===== src/rtl/regfile_wb_arbiter.sv =====
// regfile_wb_arbiter: write-back port arbiter for a 32 x 32-bit register file.
// Arbitrates the debug, ALU and load-unit writers onto a single registered
// write port. It waits in INIT until the register file reports zeroing
// complete. An optional pending-register scoreboard is built only when
// REGFILE_WB_ARB_SCOREBOARD_EN is defined. Without that macro there is no
// busy storage, the claim inputs are ignored, and chk_busy_1/2 read 0.
//
// Handshake: a requester raises *_valid and holds *_sel/*_data stable.
// A transfer happens on the rising edge where *_valid and *_ready are both
// high. *_ready is combinational from the valid inputs and the arbitration
// state, and it is only asserted for the requester granted that cycle.
// A request that has not yet seen ready may be dropped by reset or by
// rf_rst_ready falling. Requesters must keep valid high until they see ready.
module regfile_wb_arbiter (
   input  logic        clk,
   input  logic        rst,
   input  logic        rf_rst_ready,
   input  logic        alu_valid,
   output logic        alu_ready,
   input  logic [4:0]  alu_sel,
   input  logic [31:0] alu_data,
   input  logic        lsu_valid,
   output logic        lsu_ready,
   input  logic [4:0]  lsu_sel,
   input  logic [31:0] lsu_data,
   input  logic        dbg_valid,
   output logic        dbg_ready,
   input  logic [4:0]  dbg_sel,
   input  logic [31:0] dbg_data,
   input  logic        claim_en,
   input  logic [4:0]  claim_sel,
   input  logic [4:0]  chk_sel_1,
   input  logic [4:0]  chk_sel_2,
   output logic        chk_busy_1,
   output logic        chk_busy_2,
   output logic        rf_w_en,
   output logic [4:0]  rf_w_sel,
   output logic [31:0] rf_w_data,
   output logic        arb_ready,
   output logic [0:0]  fsm_state
);

   localparam logic [0:0] ST_INIT = 1'b0;
   localparam logic [0:0] ST_RUN  = 1'b1;

   logic [0:0]  state_q, state_d;
   logic        rr_q, rr_d;            // 0: ALU favoured, 1: LSU favoured
   logic        grant_en;
   logic        gnt_dbg, gnt_alu, gnt_lsu, xfer;
   logic [4:0]  xfer_sel;
   logic [31:0] xfer_data;
   logic        rf_w_en_q, rf_w_en_d;
   logic [4:0]  rf_w_sel_q, rf_w_sel_d;
   logic [31:0] rf_w_data_q, rf_w_data_d;

   // Next state: RUN exactly while the register file reports ready.
   always_comb begin
      state_d = state_q;
      case (state_q)
         ST_INIT: if (rf_rst_ready)  state_d = ST_RUN;
         ST_RUN:  if (!rf_rst_ready) state_d = ST_INIT;
         default: state_d = ST_INIT;
      endcase
   end

   // Grants are blocked the same cycle rf_rst_ready falls, before the state flips.
   assign grant_en = (state_q == ST_RUN) && rf_rst_ready;

   // Fixed priority for debug, round-robin between ALU and LSU.
   always_comb begin
      gnt_dbg = grant_en && dbg_valid;
      gnt_alu = grant_en && !dbg_valid && alu_valid && (!lsu_valid || !rr_q);
      gnt_lsu = grant_en && !dbg_valid && lsu_valid && (!alu_valid || rr_q);
   end

   assign dbg_ready = gnt_dbg;
   assign alu_ready = gnt_alu;
   assign lsu_ready = gnt_lsu;
   assign xfer      = gnt_dbg || gnt_alu || gnt_lsu;

   // Select the granted write and advance the round-robin pointer.
   always_comb begin
      xfer_sel  = 5'd0;
      xfer_data = 32'd0;
      rr_d      = rr_q;
      if (gnt_dbg) begin
         xfer_sel  = dbg_sel;
         xfer_data = dbg_data;
      end else if (gnt_alu) begin
         xfer_sel  = alu_sel;
         xfer_data = alu_data;
         rr_d      = 1'b1;
      end else if (gnt_lsu) begin
         xfer_sel  = lsu_sel;
         xfer_data = lsu_data;
         rr_d      = 1'b0;
      end
   end

   // Write port next values: writes to x0 complete the handshake but are dropped.
   always_comb begin
      rf_w_en_d   = xfer && (xfer_sel != 5'd0);
      rf_w_sel_d  = rf_w_sel_q;
      rf_w_data_d = rf_w_data_q;
      if (xfer) begin
         rf_w_sel_d  = xfer_sel;
         rf_w_data_d = xfer_data;
      end
   end

   // Control state and registered write port.
   always_ff @(posedge clk or posedge rst) begin
      if (rst) begin
         state_q     <= ST_INIT;
         rr_q        <= 1'b0;
         rf_w_en_q   <= 1'b0;
         rf_w_sel_q  <= 5'd0;
         rf_w_data_q <= 32'd0;
      end else begin
         state_q     <= state_d;
         rr_q        <= rr_d;
         rf_w_en_q   <= rf_w_en_d;
         rf_w_sel_q  <= rf_w_sel_d;
         rf_w_data_q <= rf_w_data_d;
      end
   end

   assign rf_w_en   = rf_w_en_q;
   assign rf_w_sel  = rf_w_sel_q;
   assign rf_w_data = rf_w_data_q;
   assign arb_ready = (state_q == ST_RUN);
   assign fsm_state = state_q;

`ifdef REGFILE_WB_ARB_SCOREBOARD_EN
   logic [31:0] busy_q, busy_d;
   logic [31:0] clr_mask, set_mask;

   // Busy mask update: clears from ALU/LSU writes, then claims (claim wins), x0 never busy.
   always_comb begin
      clr_mask = 32'd0;
      set_mask = 32'd0;
      if (gnt_alu) clr_mask[alu_sel] = 1'b1;
      if (gnt_lsu) clr_mask[lsu_sel] = 1'b1;
      if (claim_en) set_mask[claim_sel] = 1'b1;
      if (grant_en) busy_d = (busy_q & ~clr_mask) | set_mask;
      else          busy_d = 32'd0;
      busy_d[0] = 1'b0;
   end

   // Pending-register storage.
   always_ff @(posedge clk or posedge rst) begin
      if (rst) busy_q <= 32'd0;
      else     busy_q <= busy_d;
   end

   assign chk_busy_1 = busy_q[chk_sel_1];
   assign chk_busy_2 = busy_q[chk_sel_2];
`else
   logic unused_claim;
   assign unused_claim = &{1'b0, claim_en, claim_sel, chk_sel_1, chk_sel_2};
   assign chk_busy_1   = 1'b0;
   assign chk_busy_2   = 1'b0;
`endif

endmodule


===== config.mk =====
export PLATFORM = sky130hd
export DESIGN_NAME = regfile_wb_arbiter
export DESIGN_NICKNAME = d
export VERILOG_FILES = /design/src/rtl/regfile_wb_arbiter.sv
export SDC_FILE = /design/constraint.sdc
export NUM_CORES = 1
export LEC_CHECK = 0
export BUFFER_PORTS_ARGS = -buffer_cell sky130_fd_sc_hd__buf_2
export CAP_MARGIN = 20
export CELL_PAD_IN_SITES_DETAIL_PLACEMENT = 1
export CELL_PAD_IN_SITES_GLOBAL_PLACEMENT = 2
export CORE_MARGIN = 2
export CORE_UTILIZATION = 20
export CTS_CLUSTER_DIAMETER = 200
export DETAILED_ROUTE_END_ITERATION = 10
export PLACE_DENSITY = 0.8
export SYNTH_ARGS = -nofsm -noshare
export SYNTH_HDL_FRONTEND = slang
export SYNTH_SLANG_ARGS = --single-unit

===== constraint.sdc =====
create_clock -name clk -period 4.5 [get_ports clk]
set_clock_uncertainty 0.15 [all_clocks]
set_input_delay 0.45 -clock clk [delete_from_list [all_inputs] [get_ports clk]]
set_output_delay 0.45 -clock clk [all_outputs]
set_load 0.02 [all_outputs]

# After elaboration in Yosys (flattened, before gate mapping)
# Index checks and enable logic that the tools add are counted.
dict set report classes {
  bitwise_logic 1
  reduce_logical 19
  n_mux 9
}
# op n
set op_table {}
lappend op_table {{$mux 32} 3}
lappend op_table {{$mux 5} 3}
lappend op_table {{$logic_and 1x1->1} 8}
lappend op_table {{$reduce_bool 5->1} 1}
lappend op_table {{$logic_not 1->1} 4}
lappend op_table {{$logic_or 1x1->1} 4}
lappend op_table {{$mux 1} 3}
lappend op_table {{$reduce_and 2->1} 1}
lappend op_table {{$reduce_bool 2->1} 1}
lappend op_table {{$not 1->1} 1}
dict set report word_totals {
  word_cells 34
  in_bits 133
  reg_bits 40
  out_inout_bits 45
}

# Logic depth before layout (Yosys ltp)
# Gate-level depths: netlist of run 1.
dict set report logic_depth {
  depth_word 9
  mapped_depth 6
  depth_no_buf 5
}

# Worst setup path before layout of run 1
# Ideal clock, no wire load.
dict set report synth_timing {
  kind {register to output}
  start {reg state_q (netlist: arb_ready)}
  end {out dbg_ready}
  setup_slack_ps 2364
  t_required_ps 3900
  path_buffers 2
  path_stages_with_launch 5
  arrival_ps 1536
  cell_sequence {dfrtp_1 > nand3_1 > inv_1 > clkbuf_1 > clkbuf_1}
}
dict set report synth_via {
  elab_chain_len 2
}
# item line_no
set synth_rtl {}
lappend synth_rtl {{from (decl)} 46} ;# logic [0:0] state_q, state_d;
lappend synth_rtl {{from (signal assigned)} 120} ;# state_q <= state_d;
lappend synth_rtl {{$logic_and 1x1->1} 67} ;# assign grant_en = (state_q == ST_RUN) && rf_rst_ready;
lappend synth_rtl {{$logic_and 1x1->1} 71} ;# gnt_dbg = grant_en && dbg_valid;
lappend synth_rtl {{to (decl)} 27} ;# output logic dbg_ready,
# Every way passes these cells.

# Final worst setup path of run 1
# Same ends and word-level chain as after synthesis.

==> results.cfg, run 1 <==
[layout]
filler_cell_count = 1227
finalNonFillerCells = 506
ant_diodes = 0
area_growth_syn_to_layout_pct = 48.7
layout_common_cells = buf_2 (159), nor3_1 (60), dfrtp_1 (40), nor2_1 (38), a221oi_1 (31)
final_core_utilization_pct = 30.9
num-nets-final = 506
drive_gt1_share_pct = 47.5
final_common_cell = buf_2

[clock_tree]
post_cts_hold_buffer_count = 0
tritoncts_clock_tree = done
cts.htree.levels = 2
clk_transition_reported_paths_ns = 0.08
post_cts_resized = 0
clock_path_buffers = 2
root_buffer_cell = clkbuf_8
postCtsSetupRepairBufs = 0
cts_sinks = 40
insertion_delay_ns = 0.28
cts-buffers-inserted = 5

[critical_path]
worst-setup-path-type = reg -> out
worstSetupStartpointType = register
cp.arrival_ns = 2.25
critical_path.endpoint_type = output port
path_max_fanout = 35
worst_ep_required_time_ns = 3.90

[synthesis]
synth-seq-cells = 40
post_synthesis_instance_area_mm2 = 0.00205
seq_area_frac_synth_pct = 48.9
synth.lib_cells_used.distinct = 26
synth.yosys.warnings = 0
post_synth.cell_area_avg_um2 = 9.06
syn_inst = 226

[timing]
post-route-min-period_ns = 2.85
fmax_ghz = 0.351
rsz0062_at_grt = no
report.final.setup_viol = 0
fin_ws_ns = 1.65
worst_slew_pin_slew_ns = 0.905
post-route-period-util_pct = 63.3
final.setup.tns_ns = 0
worst_slew_margin_rel_pct = 39.6
report.final.slew_viol_count = 0
hold_violations = 0

[placed_design]
pre_cts_slack_ns = 1.58
gp_routability_congestion = 0.698
port_buffer_count = 159
dp_hpwl_mm = 5.75
placed_cells_incl_taps = 499

[route]
dr_iter_0_viols = 73
detail_route.drc_violations = 0
route.antenna.remaining_nets = 0
post_drt_wl_per_cell_um = 15.6
vias_per_cell = 4.73
drtPass1Iterations = 4
wirelength_mm = 7.89
via_count = 2392

[global_route]
grt_overflow_total = 0
grt_pass1_vias = 2602
grt_pass1_wl_mm = 13.2
groute.usage.overall_pct = 14.7
grt_max_degree = 41
antenna_found_initial = 0

[die]
std_cell_rows = 36
initial_utilization_pct = 20.8
fp.coreArea_mm2 = 0.00986
io_pins = 178
area_enclosed_by_the_die_boundary_mm2 = 0.0111
fp.dieW_um = 105
chipHeight_um = 105

[worst_hold_path]
holdCritPathClass = in -> reg

[power_and_ir_drop]
fin_total_pwr_mw = 1.06
peakVddDrop_v = 0.0000979
leakagePower_nw = 1.54
p_per_area_mw_per_mm2 = 348

[flow_run]
maxCapViolCount = 0

[run_status]
status = finished, final reports clean
flip-flops by register name, indices dropped and copies added, names as in the netlist:
register,count
rf_w_data,32
rf_w_sel,5
arb_ready,1
rf_w_en,1
rr_q,1
cell type report:
type	count	area, um^2	area share, %
Clock buffer	7	96.3	3.16
Inverter	3	11.3	0.370
Multi-Input combinational cell	160	937	30.8
Sequential cell	40	1000	32.9
Tap cell	133	166	5.46
Timing Repair Buffer	163	833	27.4
cell usage after synthesis (all sizes together):
| cell type | n | share of area, % |
|---|---|---|
| o21bai | 1 | 0.37 |
| conb | 1 | 0.18 |
| and3b | 1 | 0.43 |
| o21a | 1 | 0.37 |
| a222oi | 3 | 1.5 |
| nor3 | 60 | 15 |
| nor2 | 38 | 7.0 |
| or4 | 1 | 0.37 |
| buf | 8 | 2.5 |
| nand3 | 1 | 0.24 |
| clkbuf | 16 | 2.9 |
| a21o | 3 | 1.1 |
| dfrtp | 40 | 49 |
| o21ai | 3 | 0.73 |
| a21oi | 2 | 0.49 |
| nand2b | 1 | 0.31 |
| inv | 3 | 0.55 |
| nand2 | 7 | 1.3 |
| and3 | 2 | 1.1 |
| a22oi | 1 | 0.37 |
| a221oi | 33 | 15 |
per-layer routing:
metal	GRT usage [%]	share of wire [%]
met5	0	0
met4	2.86	0.51
met3	4.30	9.3
met2	24.5	48
met1	18.8	42
kinds of logic after synthesis:
kind of cell / after synthesis / share of synthesized area [%]
and+or+nand+nor: 111 / 25.4
AOI/OAI and AO/OA: 47 / 19.6
DFF: 40 / 48.9
buffers and inverters: 27 / 5.99
other: 1 / 0.183
path summary, 6_finish.rpt:
path                                             end  cells after the start  slack [ns]                    start
setup reg to reg                   rf_w_en$_DFF_PP0_                      7        1.79      arb_ready$_DFF_PP0_
min in group asynchronous  rf_w_data[31]$_DFFE_PP0P_                      2        0.20                      rst
hold reg to reg              rf_w_sel[3]$_DFFE_PP0P_                      1        0.34  rf_w_sel[3]$_DFFE_PP0P_
setup / recovery                           dbg_ready                      5        1.65      arb_ready$_DFF_PP0_
max in group asynchronous  rf_w_data[29]$_DFFE_PP0P_                      2        3.43                      rst
hold / removal                   arb_ready$_DFF_PP0_                      1        0.16             rf_rst_ready
critical path, stage by stage (launching register included):
cell and delay (ns):
dfrtp_1 0.40, nand3_2 0.09, buf_4 0.27, inv_1 0.61, buf_4 0.37, buf_2 0.21
power by group:
| group | internal [mW] | switching, mW |
|---|---|---|
| registers | 0.426 | 0.0338 |
| clock network | 0.137 | 0.128 |
| logic | 0.132 | 0.203 |
| total | 0.695 | 0.365 |
per-stage QoR:
step	cell area, um^2	hold slack, ns
finish	3050	0.160
global route	3050	0.144
CTS	3050	0.143
detailed placement	2950	0.319
global placement	2930	0.304
floorplan	2050	0.331
(Power assumes the default switching activity.)
==> run 2, diff against run 1 <==
Settings changed: CORE_UTILIZATION 20 to 19, PLACE_DENSITY 0.8 to 0.76.
Clock period 4.5 ns to 2.7 ns, I/O delays scaled along.
==> run 2 against run 1 <==
Global-route usage shrank 1.2 points. Sequential cell count is the same. Worst hold slack worse by 0.14 ns. Non-clock buffer count grew 2. Clock-buffer cell count did not move. Clock power grew 65%. Register-to-register slack worse by 1.3 ns. Combinational power is 66% higher. Sequential share of layout area down 0.15 points. Critical path type is now in -> reg. Largest cell class unchanged.
==> results.cfg, run 2 (synthesis gave the netlist of run 1 again) <==
[run_status]
status = finished, final reports clean

[timing]
report.final.slew_viol_count = 0
fin_ws_ns = 0.234
worst_slew_margin_rel_pct = 40.3
post-route-min-period_ns = 2.47
report.final.setup_viol = 0
final.setup.tns_ns = 0
hold_violations = 0
fmax_ghz = 0.405
rsz0062_at_grt = no
worst_slew_pin_slew_ns = 0.894
post-route-period-util_pct = 91.4

[clock_tree]
tritoncts_clock_tree = done
cts.htree.levels = 2
postCtsSetupRepairBufs = 0
cts_sinks = 40
insertion_delay_ns = 0.29
root_buffer_cell = clkbuf_8
clk_transition_reported_paths_ns = 0.08
clock_path_buffers = 2
cts-buffers-inserted = 5

[layout]
final_area_mm2 = 0.00306
num-nets-final = 508
area_growth_syn_to_layout_pct = 49.4
largest_register_ff_count = 32
layout_common_cells = buf_2 (159), nor3_1 (60), dfrtp_1 (40), nor2_1 (38), a221oi_1 (31)
drive_gt1_share_pct = 47.5
ant_diodes = 0
filler_cell_count = 1295
final_common_cell = buf_2

[die]
io_pins = 178
area_enclosed_by_the_die_boundary_mm2 = 0.0116
chipHeight_um = 108
initial_utilization_pct = 19.7
std_cell_rows = 37
fp.coreArea_mm2 = 0.0104
fp.dieW_um = 108

[critical_path]
timing.rr.start = arb_ready$_DFF_PP0_
cp.arrival_ns = 2.48
setup.worst_path.start = rf_rst_ready
worstSetupStartpointType = primary input
worst_ep_required_time_ns = 2.72
critPathSlowestCell = dlygate4sd3_1
critical-path-top-delay-family = simple AND/OR/NAND/NOR gates
crit_buf_inv = 2
crit_chain = dlygate4sd3_1, buf_2, and3b_1, and3_4, a222oi_1, o21ai_1, or4_1
critical_path.endpoint_type = register
path_max_fanout = 39
timing.critical_path.slowest_cell_delay_ns = 0.54
worst-setup-path-type = in -> reg

[power_and_ir_drop]
sequential_power_share_pct = 43.6
leakagePower_nw = 1.55
p_per_area_mw_per_mm2 = 575
clock_network_power_share_pct = 24.9
p_int_mw = 1.16
sw_frac_of_total_pct = 34.1
psw_mw = 0.600
peakVddDrop_v = 0.000172
comb_power_share_pct = 31.6

[global_route]
grt_overflow_total = 0
grt_pass1_vias = 2596
groute.usage.overall_pct = 13.5
grt_max_degree = 41
antenna_found_initial = 0
grt_pass1_wl_mm = 12.6

[route]
drtPass1Iterations = 4
via_count = 2344
wirelength_mm = 7.59
vias_per_cell = 4.59
detail_route.drc_violations = 0
route.antenna.remaining_nets = 0
post_drt_wl_per_cell_um = 14.9
dr_iter_0_viols = 62

[worst_hold_path]
holdCritPathClass = in -> async

[flow_run]
maxCapViolCount = 0

[placed_design]
gp_routability_congestion = 0.699
port_buffer_count = 159
dp_hpwl_mm = 5.66
detailed_place.area_mm2 = 0.00295
pre_cts_slack_ns = 0.488
==> run 2: cell types whose count changed in the layout (fill, tap and decap cells not counted) <==
cell / change
dlygate4sd3_1: +1
buf_4: +2
buf_8: -1
==> run 2: path summary, 6_finish.rpt <==
| kind | cells past startpoint | endpoint | slack (ns) |
|---|---|---|---|
| max | 7 | rf_w_en$_DFF_PP0_ | 0.23 |
| min reg2reg | 1 | rf_w_sel[2]$_DFFE_PP0P_ | 0.33 |
| min in group clk | 3 | rf_w_sel[0]$_DFFE_PP0P_ | 0.08 |
| min | 2 | arb_ready$_DFF_PP0_ | 0.02 |
| max reg2reg | 5 | rf_w_en$_DFF_PP0_ | 0.48 |
| max in group asynchronous | 2 | rf_w_data[12]$_DFFE_PP0P_ | 1.82 |
==> run 2: layer usage <==
metal	vias up	track usage, %	part of all wire (%)
met5	-	0	0
met4	0	2.20	0.75
met3	4	3.51	7.7
met2	95	24.6	49
met1	1104	16.1	42
li1	1141	-	-
==> run 2: cell type report <==
cell class	instances	area, um^2	share of cell area [%]
inverter	3	11.3	0.368
timing repair buffer	165	843	27.6
multi-input combinational	160	937	30.6
sequential	40	1000	32.7
tap	136	170	5.56
clock buffer	7	96.3	3.15
==> run 2: power by group through the flow <==
| stage | Combinational [mW] | Clock (mW) | Sequential [mW] |
|---|---|---|---|
| final | 0.555 | 0.438 | 0.766 |
| after global routing | 0.616 | 0.485 | 0.784 |
| after CTS | 0.567 | 0.465 | 0.769 |
| after detailed placement | 0.565 | 0 | 0.780 |
| after global placement | 0.560 | 0 | 0.773 |
| after floorplan | 0.177 | 0 | 0.913 |
==> run 2: repair_timing <==
item | 4_1_cts | 5_1_grt
hold endpoints to repair | 1 | 0
hold buffers | 1 | 0
setup endpoints to repair | 0 | 0
resized for setup | 0 | 0
==> run 2: per-stage QoR <==
step	utilization, %	instances	hold WS [ns]	total power [mW]
6_report	29.4	511	0.0160	1.76
3_5_place_dp	28.3	503	0.265	1.35
2_1_floorplan	-	227	0.151	1.09
5_1_grt	29.4	511	0.0843	1.89
4_1_cts	29.4	511	0.0615	1.80
3_3_place_gp	28.3	503	0.263	1.33
